--- src/rtl/latch_bank_reader_if.sv ---
// Bundle between the latch-bank read controller and its neighbours.
// Carries the run request (start/start_addr/count), the bank read port
// (rd_en/rd_addr/rd_data), the bit-serial output (so/so_valid/so_ready/so_last)
// and the run status (busy/done).
// slave  : the reader itself.
// master : the requester, latch bank and serial consumer side.
interface latch_bank_reader_if #(
    parameter int unsigned WIDTH = 8,
    parameter int unsigned AW    = 4
);
    logic             start;
    logic [AW-1:0]    start_addr;
    logic [AW:0]      count;
    logic             rd_en;
    logic [AW-1:0]    rd_addr;
    logic [WIDTH-1:0] rd_data;
    logic             so;
    logic             so_valid;
    logic             so_ready;
    logic             so_last;
    logic             busy;
    logic             done;

    modport slave (
        input  start, start_addr, count, rd_data, so_ready,
        output rd_en, rd_addr, so, so_valid, so_last, busy, done
    );

    modport master (
        output start, start_addr, count, rd_data, so_ready,
        input  rd_en, rd_addr, so, so_valid, so_last, busy, done
    );
endinterface

--- src/rtl/latch_bank_reader.sv ---
// Read-side controller for a latch-based storage bank. Reads a contiguous,
// wrapping run of words and shifts each one out MSB first over a valid/ready
// serial port. rd_en tells the write side to keep the latch clocks low.
// Ports:
//   clk   rising-edge clock
//   rstb  asynchronous active-low reset
//   bus   latch_bank_reader_if.slave (request, bank read port, serial out, status)
module latch_bank_reader #(
    parameter int unsigned WIDTH = 8,
    parameter int unsigned DEPTH = 16
) (
    input  logic              clk,
    input  logic              rstb,
    latch_bank_reader_if.slave bus
);
    localparam int unsigned AW = $clog2(DEPTH);
    localparam int unsigned CW = AW + 1;
    localparam int unsigned BW = (WIDTH > 1) ? $clog2(WIDTH) : 1;

    typedef enum logic [2:0] {
        IDLE  = 3'd0,
        ADDR  = 3'd1,
        LOAD  = 3'd2,
        SHIFT = 3'd3,
        FIN   = 3'd4
    } state_t;

    state_t           state, state_n;
    logic [AW-1:0]    addr, addr_n;
    logic [CW-1:0]    words, words_n;       // words left, including the one in flight
    logic [BW-1:0]    bit_cnt, bit_n;
    logic [WIDTH-1:0] shreg, shreg_n;
    logic             rd_en, rd_en_n;
    logic [AW-1:0]    rd_addr, rd_addr_n;
    logic             so, so_n;
    logic             so_valid, so_valid_n;
    logic             so_last, so_last_n;
    logic             busy, busy_n;
    logic             done, done_n;
    logic [CW-1:0]    count_clamped;
    logic [AW-1:0]    addr_inc;

    // State and registered outputs.
    always_ff @(posedge clk or negedge rstb) begin
        if (!rstb) begin
            state    <= IDLE;
            addr     <= '0;
            words    <= '0;
            bit_cnt  <= '0;
            shreg    <= '0;
            rd_en    <= 1'b0;
            rd_addr  <= '0;
            so       <= 1'b0;
            so_valid <= 1'b0;
            so_last  <= 1'b0;
            busy     <= 1'b0;
            done     <= 1'b0;
        end else begin
            state    <= state_n;
            addr     <= addr_n;
            words    <= words_n;
            bit_cnt  <= bit_n;
            shreg    <= shreg_n;
            rd_en    <= rd_en_n;
            rd_addr  <= rd_addr_n;
            so       <= so_n;
            so_valid <= so_valid_n;
            so_last  <= so_last_n;
            busy     <= busy_n;
            done     <= done_n;
        end
    end

    // Next state, datapath and next output values.
    always_comb begin
        state_n    = state;
        addr_n     = addr;
        words_n    = words;
        bit_n      = bit_cnt;
        shreg_n    = shreg;
        rd_en_n    = rd_en;
        rd_addr_n  = rd_addr;
        so_n       = so;
        so_valid_n = so_valid;
        so_last_n  = so_last;
        busy_n     = busy;
        done_n     = 1'b0;

        count_clamped = (bus.count > CW'(DEPTH)) ? CW'(DEPTH) : bus.count;
        addr_inc      = addr + AW'(1);    // wraps DEPTH-1 -> 0

        case (state)
            IDLE: begin
                if (bus.start) begin
                    busy_n  = 1'b1;
                    words_n = count_clamped;
                    addr_n  = bus.start_addr;
                    if (count_clamped == '0) begin
                        state_n = FIN;
                        done_n  = 1'b1;
                    end else begin
                        state_n   = ADDR;
                        rd_en_n   = 1'b1;
                        rd_addr_n = bus.start_addr;
                    end
                end
            end
            ADDR: begin
                state_n = LOAD;
            end
            LOAD: begin
                // Bank data is valid this cycle; capture it and present the MSB.
                state_n    = SHIFT;
                rd_en_n    = 1'b0;
                shreg_n    = bus.rd_data;
                so_n       = bus.rd_data[WIDTH-1];
                so_valid_n = 1'b1;
                so_last_n  = 1'b0;
                bit_n      = '0;
            end
            SHIFT: begin
                if (bus.so_ready) begin
                    if (bit_cnt == BW'(WIDTH - 1)) begin
                        so_valid_n = 1'b0;
                        so_n       = 1'b0;
                        so_last_n  = 1'b0;
                        if (words > CW'(1)) begin
                            state_n   = ADDR;
                            words_n   = words - CW'(1);
                            addr_n    = addr_inc;
                            rd_addr_n = addr_inc;
                            rd_en_n   = 1'b1;
                        end else begin
                            state_n = FIN;
                            words_n = '0;
                            done_n  = 1'b1;
                        end
                    end else begin
                        shreg_n   = shreg << 1;
                        so_n      = shreg_n[WIDTH-1];
                        bit_n     = bit_cnt + BW'(1);
                        so_last_n = (words == CW'(1)) && (bit_cnt == BW'(WIDTH - 2));
                    end
                end
            end
            FIN: begin
                state_n = IDLE;
                busy_n  = 1'b0;
            end
            default: begin
                state_n = IDLE;
            end
        endcase
    end

    assign bus.rd_en    = rd_en;
    assign bus.rd_addr  = rd_addr;
    assign bus.so       = so;
    assign bus.so_valid = so_valid;
    assign bus.so_last  = so_last;
    assign bus.busy     = busy;
    assign bus.done     = done;
endmodule

--- src/flat_wrapper.sv ---
// flat-port wrapper written by rule: the top's interface ports become plain ports
module latch_bank_reader_flat 
#(
    parameter int unsigned WIDTH = 8,
    parameter int unsigned DEPTH = 16
)
  (clk, rstb, bus_start, bus_start_addr, bus_count, bus_rd_data, bus_so_ready, bus_rd_en, bus_rd_addr, bus_so, bus_so_valid, bus_so_last, bus_busy, bus_done);
  latch_bank_reader_if #(.WIDTH(WIDTH), .AW(4)) bus_i ();
  input  logic clk;
  input  logic rstb;
  input wire logic [$bits(bus_i.start)-1:0] bus_start;
  input wire logic [$bits(bus_i.start_addr)-1:0] bus_start_addr;
  input wire logic [$bits(bus_i.count)-1:0] bus_count;
  input wire logic [$bits(bus_i.rd_data)-1:0] bus_rd_data;
  input wire logic [$bits(bus_i.so_ready)-1:0] bus_so_ready;
  output wire logic [$bits(bus_i.rd_en)-1:0] bus_rd_en;
  output wire logic [$bits(bus_i.rd_addr)-1:0] bus_rd_addr;
  output wire logic [$bits(bus_i.so)-1:0] bus_so;
  output wire logic [$bits(bus_i.so_valid)-1:0] bus_so_valid;
  output wire logic [$bits(bus_i.so_last)-1:0] bus_so_last;
  output wire logic [$bits(bus_i.busy)-1:0] bus_busy;
  output wire logic [$bits(bus_i.done)-1:0] bus_done;
  assign bus_i.start = bus_start;
  assign bus_i.start_addr = bus_start_addr;
  assign bus_i.count = bus_count;
  assign bus_i.rd_data = bus_rd_data;
  assign bus_i.so_ready = bus_so_ready;
  assign bus_rd_en = bus_i.rd_en;
  assign bus_rd_addr = bus_i.rd_addr;
  assign bus_so = bus_i.so;
  assign bus_so_valid = bus_i.so_valid;
  assign bus_so_last = bus_i.so_last;
  assign bus_busy = bus_i.busy;
  assign bus_done = bus_i.done;
  latch_bank_reader #(.WIDTH(WIDTH), .DEPTH(DEPTH)) u_core (.clk(clk), .rstb(rstb), .bus(bus_i));
endmodule
--- config.mk ---
export PLATFORM = sky130hd
export DESIGN_NAME = latch_bank_reader_flat
export DESIGN_NICKNAME = d
export VERILOG_FILES = /design/src/rtl/latch_bank_reader_if.sv /design/src/rtl/latch_bank_reader.sv /design/src/flat_wrapper.sv
export SDC_FILE = /design/constraint.sdc
export NUM_CORES = 1
export LEC_CHECK = 0
export ABC_AREA = 0
export ABC_CLOCK_PERIOD_IN_PS = 2760
export BUFFER_PORTS_ARGS = -buffer_cell sky130_fd_sc_hd__buf_4
export CAP_MARGIN = 20
export CELL_PAD_IN_SITES_DETAIL_PLACEMENT = 0
export CELL_PAD_IN_SITES_GLOBAL_PLACEMENT = 1
export CORE_ASPECT_RATIO = 1.75
export CORE_MARGIN = 2
export CORE_UTILIZATION = 42
export CTS_CLUSTER_DIAMETER = 150
export DETAILED_ROUTE_END_ITERATION = 8
export PLACE_DENSITY_LB_ADDON = 0.1
export SYNTH_ARGS = -nofsm -noshare
export SYNTH_HDL_FRONTEND = slang
export SYNTH_SLANG_ARGS = --single-unit
--- constraint.sdc ---
create_clock -name clk -period 2.76 [get_ports clk]
set_clock_uncertainty 0.15 [all_clocks]
set_input_delay 0 -clock clk [delete_from_list [all_inputs] [get_ports clk]]
set_output_delay 0 -clock clk [all_outputs]
set_load 0.01 [all_outputs]
==> results of run 1 <==
[cells in the mapped netlist, types with 2 or more instances]
cell / instances / share of area, %
dfrtp_1: 32 / 46
o21ai_0: 11 / 3.2
inv_1: 12 / 2.6
a21o_1: 2 / 0.87
nand2_1: 27 / 5.9
a21oi_1: 11 / 3.2
a32oi_1: 2 / 1.0
o22ai_1: 2 / 0.72
ha_1: 6 / 4.3
nor2_1: 15 / 3.3
a32o_1: 2 / 1.2
buf_4: 2 / 0.87
o221ai_1: 2 / 1.0
nand2b_1: 2 / 0.72
a2bb2oi_1: 3 / 1.5
mux2_2: 6 / 3.9
a31oi_1: 7 / 2.5
nor3_1: 4 / 1.2
clkbuf_1: 3 / 0.65
nand3_1: 4 / 1.2
[registers in the layout (all words and copies together), names as in the netlist]
register and cells:
u_core.addr 4, u_core.bit_cnt 3, u_core.bus.busy 1, u_core.bus.done 1, u_core.bus.rd_addr 4, u_core.bus.rd_en 1, u_core.bus.so 1, u_core.bus.so_last 1
u_core.bus.so_valid 1, u_core.shreg 7, u_core.state 3, u_core.words 5
[routing by layer]
| layer | global-route usage [%] | part of all wire, % |
|---|---|---|
| met1 | 23.1 | 40 |
| met2 | 37.2 | 53 |
| met3 | 5.07 | 4.1 |
| met4 | 10.5 | 2.5 |
| met5 | 0 | 0 |
[power breakdown]
| part | total (mW) | internal, mW | switching (mW) |
|---|---|---|---|
| logic | 1.34 | 0.594 | 0.750 |
| clock network | 0.457 | 0.268 | 0.189 |
| registers | 0.853 | 0.672 | 0.181 |
| total | 2.65 | 1.53 | 1.12 |
[worst paths after layout]
check | from | endpoint | slack, ps | cells past startpoint
max | bus_count[0] | u_core.bus.done | 230 | 6
min | rstb | u_core.words[4] | 30 | 2
max reg2reg | u_core.words[1] | u_core.bus.done | 390 | 7
min reg2reg | u_core.bus.so_last | u_core.bus.so_last | 360 | 2
max in group asynchronous | rstb | u_core.addr[1] | 2130 | 2
min in group clk | bus_rd_data[0] | u_core.shreg[0] | 320 | 4
[placed cells by master, fill, tap and decap left out, types with 2 or more instances in the layout]
master / netlist / final
a21o_1: 2 / 2
a21oi_1: 11 / 11
a2bb2oi_1: 3 / 3
a31oi_1: 7 / 7
a32o_1: 2 / 2
a32oi_1: 2 / 2
buf_4: 2 / 34
clkbuf_8: 0 / 5
dfrtp_1: 32 / 32
dlygate4sd3_1: 0 / 22
ha_1: 6 / 6
inv_1: 12 / 12
mux2_2: 6 / 6
nand2_1: 27 / 27
nand2b_1: 2 / 2
nand3_1: 4 / 4
nor2_1: 15 / 15
nor3_1: 4 / 4
o21ai_0: 11 / 11
o221ai_1: 2 / 2
o22ai_1: 2 / 2
[cells by family after synthesis]
logic type	share of synthesized area, %
and+or+nand+nor	16.9
xor gates and xnor gates	1.01
muxes	4.49
DFF	46.3
buffers and inverters	4.41
AOI/OAI and AO/OA	22.5
adders and majority gates	4.34
[per-stage QoR]
stage / power [mW] / area, µm² / cells
after floorplan: 1.76 / 1730 / 181
after global placement: 2.13 / 2010 / 257
after detailed placement: 2.17 / 2010 / 257
after CTS: 2.67 / 2340 / 287
after global routing: 2.88 / 2340 / 287
final: 2.65 / 2340 / 287
[worst register-to-register path: cells and delay by family, from the launching register on]
family / cells / cell delay [ps]
buffers and inverters: 2 / 630
AO/OA/AOI/OAI: 2 / 510
flip-flops: 1 / 410
AND/OR/NAND/NOR: 2 / 380
adder cells (fa/ha/maj): 1 / 190
[repair_timing]
item | 4_1_cts | 5_1_grt
setup endpoints to repair | 0 | 0
hold buffers | 22 | 0
hold endpoints to repair | 57 | 0
[area by class of cell]
cell class / instances / area, µm² / area share (%)
inverters: 12 / 45.0 / 1.92
well taps: 48 / 60.1 / 2.57
flip-flops and latches: 32 / 801 / 34.2
clock buffers: 6 / 72.6 / 3.10
multi-input cells: 131 / 852 / 36.4
repair buffers: 56 / 475 / 20.3
clock inverters: 2 / 35.0 / 1.50
==> summary.md, run 1 <==
| Metric | Value |
|---|---|
| Status | `finished clean` |
| Clk buf depth | `2` |
| Post-CTS sizing | `0` |
| First-pass GRT wire length | `7100 µm` |
| RSZ-0062 raised after global routing | `no` |
| Fin crit share | `91.8%` |
| Pleak | `1.08 nW` |
| CTS Buf Count | `5` |
| Worst setup EP type | `register` |
| IR drop worst, VDD | `0.780 mV` |
| Initial Utilization | `44.3%` |
| Core area | `3900 µm²` |
| Post-CTS setup buffer count | `0` |
| Worst setup path category | `in2reg` |
| Setup Viol. Count Final | `0` |
| Worst Tran Pin Value | `702 ps` |
| Iteration-0 DRC Markers | `30` |
| Worst min path class | `in2async` |
| Port bufs | `30` |
| CP required | `2850 ps` |
| Synthesized area | `1730 µm²` |
| Core Rows | `30` |
| Synth Register Bits | `32` |
| Initial antenna violation count | `0` |
| Vias per cell | `5.48` |
| Die width | `52.5 µm` |
| Largest net degree at the start of global routing | `33` |
| Vias in the first global route | `1562` |
| Slowest library cell on the worst path | `nor4b_1` |
| Crit path DAT | `2630 ps` |
| Async set or reset register ratio after synthesis | `100%` |
| Hold Vio Cnt, Final | `0` |
| Die H | `88.9 µm` |
| Critical Path Most Common Cell | `dlygate4sd3_1` |
| Root Driver | `clkbuf_8` |
| GPL Wtd Cong | `0.907` |
| N_diodes | `0` |
| Family with the most delay on the worst path | `buffers and inverters` |
| Dpl hpwl | `3000 µm` |
| # IOs | `31` |
| Setup TNS | `0 ps` |
| Final WS setup | `226 ps` |
| Fin. max-slew vios | `0` |
| Drt total wl | `4280 µm` |
| Pwr dens | `1130 nW/µm²` |
| Slew HR | `52.5%` |
| Worst-path clk slew | `80 ps` |
| Clk_lat worst skew | `300 ps` |
| DP Worst Slack | `680 ps` |
| Nets@finish | `265` |
| Syn-to-layout area delta | `35.4%` |
| Critical path launch point type | `input port` |
| Avg Inst Size Synth | `9.55 µm²` |
| Hold_ws | `around 27 ps` |
| Post-route ant nets | `0` |
| Global route total overflow | `0` |
| EDFF count, synth | `0` |
| CP bufs+invs | `3` |
| Post-Syn Nets | `208` |
| Total track usage | `approximately a fifth` |
| Full die area | `4670 µm²` |
| Most used DFF post-synth | `dfrtp_1` |
| Max Fclk | `395 MHz` |
| Crit-path max cell delay | `650 ps` |
| Cell variety after synth | `46` |
| Drt first pass iters | `4` |
| Worst Path Max Fanout | `3` |
| Share of post-route cells with drive strength above 1 | `22.6%` |
| H-tree depth | `2` |
| Yosys warns | `0` |
| Mapped Cells | `181` |
| Max-cap viol count | `0` |
| Post-layout util | `60.0%` |
| Fill cell count | `351` |
| Cell Chain, Critical Path | `dlygate4sd3_1 -> buf_4 -> or4_4 -> nor4b_1 -> a32o_1 -> dlygate4sd3_1` |
| Total number of vias | `1574` |
| Register area share after synthesis | `46.3%` |
| DRC errors left | `0` |
| Clk sink count | `32` |
| Drt wl/cell | `14.9 µm` |
| CTS tree | `built` |
| Final Critical Period | `2530 ps` |
No activity file was read; power rests on OpenSTA's default activity.
==> run 2, diff against run 1 <==
Settings changed: SETUP_SLACK_MARGIN from default to 0.5.
==> run 2 against run 1 <==
Clock power is essentially flat. Flip-flop and latch count unchanged. Cell count fell by 0.70%. Register-to-register slack improved by 270 ps. Design area shrank 0.70%. Non-clock buffer count is 2 lower. Sequential power about the same.
==> summary.md, run 2 (same netlist as run 1, synthesis figures left out) <==
| Metric | Value |
|---|---|
| Vias in the first global route | `1553 (was 1562)` |
| Max reg flops | `7 (unchanged)` |
| Family with the most delay on the worst path | `simple AND/OR/NAND/NOR gates (was buffers and inverters)` |
| Initial antenna violation count | `0 (unchanged)` |
| Syn-to-layout area delta | `34.4% (was 35.4%)` |
| Largest Register | `u_core.shreg (unchanged)` |
| Max Fclk | `454 MHz (was 395 MHz)` |
| # IOs | `31 (unchanged)` |
| Placed insts | `257 (unchanged)` |
| CP bufs+invs | `2 (was 3)` |
| Total track usage | `21.1% (was 21.2%)` |
| Core Rows | `30 (unchanged)` |
| Final non-filler cell total | `285 (was 287)` |
| Post-route ant nets | `0 (unchanged)` |
| Fin. max-slew vios | `0 (unchanged)` |
| Area of the multi-input gates | `856 µm² (was 852 µm²)` |
| H-tree depth | `2 (unchanged)` |
| Iteration-0 DRC Markers | `37 (was 30)` |
| Register Area | `801 µm² (unchanged)` |
| Core area | `3900 µm² (unchanged)` |
| Vias per cell | `5.44 (was 5.48)` |
| First-pass GRT wire length | `7070 µm (was 7100 µm)` |
| Most frequent cells in the layout | `buf_4, dfrtp_1, nand2_1 (unchanged)` |
| Status | `finished clean (unchanged)` |
| Final Critical Period | `2200 ps (was 2530 ps)` |
| Crit path DAT | `2230 ps (was 2630 ps)` |
| GPL Wtd Cong | `0.907 (unchanged)` |
| CTS Buf Count | `5 (unchanged)` |
| Worst Path Max Fanout | `4 (was 3)` |
| Slew HR | `50.8% (was 52.5%)` |
| Hold Vio Cnt, Final | `0 (unchanged)` |
| Max-cap viol count | `0 (unchanged)` |
| Clk sink count | `32 (unchanged)` |
| Power, Total | `2.65 mW (about the same)` |
| RSZ-0062 raised after global routing | `no (unchanged)` |
| Crit-path max cell delay | `550 ps (was 650 ps)` |
| Initial Utilization | `44.3% (unchanged)` |
| Worst Tran Pin Value | `727 ps (was 702 ps)` |
| Global route total overflow | `0 (unchanged)` |
| Logic pwr share | `50.5% (was 50.7%)` |
| Port bufs | `30 (unchanged)` |
| Dpl hpwl | `3000 µm (unchanged)` |
| Fin crit share | `79.8% (was 91.8%)` |
| Die H | `88.9 µm (unchanged)` |
| Post-CTS setup buffer count | `0 (unchanged)` |
| Root Driver | `clkbuf_8 (unchanged)` |
| Setup Viol. Count Final | `0 (unchanged)` |
| Cell Chain, Critical Path | `dlygate4sd3_1 -> buf_4 -> or4_4 -> or3b_4 -> o221ai_4 -> mux2_2 (was dlygate4sd3_1 -> buf_4 -> or4_4 -> nor4b_1 -> a32o_1 -> dlygate4sd3_1)` |
| Critical path launch point type | `input port (unchanged)` |
| Die width | `52.5 µm (unchanged)` |
| Clk buf depth | `2 (unchanged)` |
| Worst min path class | `in2async (unchanged)` |
| P_sw | `1.12 mW (about the same)` |
| CP required | `2790 ps (was 2850 ps)` |
| Switching Fraction | `42.5% (was 42.2%)` |
| Drt first pass iters | `4 (unchanged)` |
| Slowest library cell on the worst path | `or4_4 (was nor4b_1)` |
| Drt total wl | `4280 µm (about the same)` |
| Clock power frac | `17.3% (was 17.2%)` |
| Post-layout util | `59.6% (was 60.0%)` |
| Worst-path clk slew | `70 ps (was 80 ps)` |
| Total number of vias | `1549 (was 1574)` |
| Flop pwr share | `32.2% (was 32.1%)` |
| Hold_ws | `28.3 ps (was 27.2 ps)` |
| Commonest non-fill, non-tap cell in the layout | `buf_4 (unchanged)` |
| Pleak | `1.07 nW (was 1.08 nW)` |
| Full die area | `4670 µm² (unchanged)` |
| Worst setup path category | `in2reg (unchanged)` |
| DRC errors left | `0 (unchanged)` |
| IR drop worst, VDD | `0.779 mV (was 0.780 mV)` |
| Drt wl/cell | `15.0 µm (was 14.9 µm)` |
| Largest net degree at the start of global routing | `33 (unchanged)` |
| Share of post-route cells with drive strength above 1 | `23.2% (was 22.6%)` |
| Pint | `1.52 mW (was 1.53 mW)` |
| Worst setup EP type | `register (unchanged)` |
| N_diodes | `0 (unchanged)` |
| Pwr dens | `1140 nW/µm² (was 1130 nW/µm²)` |
| CTS tree | `built (unchanged)` |
| Clk_lat worst skew | `300 ps (about the same)` |
| Setup TNS | `0 ps (unchanged)` |
| Nets@finish | `263 (was 265)` |
| Biggest regs | `u_core.shreg: 7 flops, u_core.words: 5 flops (unchanged)` |
| Fill cell count | `351 (unchanged)` |
-- run 2: routing by layer --
layer | track usage (%) | wire (µm) | vias to the layer above
met5 | 0 | 0 | -
met4 | 10.5 | 105 | 0
met3 | 5.07 | 182 | 7
met2 | 37.0 | 2260 | 39
met1 | 23.0 | 1730 | 740
li1 | - | - | 763
-- run 2: power groups by stage --
stage	registers [mW]	clock network, mW	logic (mW)
CTS	0.852	0.460	1.34
global placement	0.845	0	1.29
finish	0.852	0.457	1.34
floorplan	0.808	0	0.956
global route	0.882	0.477	1.51
detailed placement	0.859	0	1.31
-- run 2: cell type report --
cell class | instances | share of cell area (%)
inverters | 12 | 1.94
flip-flops and latches | 32 | 34.4
clock inverters | 2 | 1.51
repair buffers | 54 | 19.6
clock buffers | 6 | 3.12
well taps | 48 | 2.58
multi-input cells | 131 | 36.8
-- run 2: path summary, 6_finish.rpt --
| check | slack [ps] | end | start | cells after the start |
|---|---|---|---|---|
| min in group clk | 290 | u_core.bus.so | bus_rd_data[7] | 4 |
| max | 560 | u_core.bus.rd_addr[3] | bus_count[0] | 6 |
| max reg2reg | 660 | u_core.bus.rd_addr[3] | u_core.state[0] | 4 |
| max in group asynchronous | 2130 | u_core.addr[1] | rstb | 2 |
| min reg2reg | 360 | u_core.bus.so | u_core.shreg[6] | 2 |
| min | 30 | u_core.words[4] | rstb | 2 |
-- run 2: worst reg2reg max path, delay by kind of cell (launching register included) --
kind / cells / cell delay, ps
AO/OA/AOI/OAI: 2 / 490
flip-flops: 1 / 500
multiplexers: 1 / 300
AND/OR/NAND/NOR: 1 / 540
-- run 2: per-stage QoR --
step	setup WS, ps	area [µm²]
6_report	558	2320
4_1_cts	516	2320
2_1_floorplan	703	1730
3_3_place_gp	710	2010
5_1_grt	503	2320
3_5_place_dp	680	2010
-- run 2: timing repair --
item | 4_1_cts | 5_1_grt
hold endpoints to repair | 57 | 0
hold buffers | 20 | 0
setup endpoints to repair | 0 | 5
gates resized for setup | 0 | 1
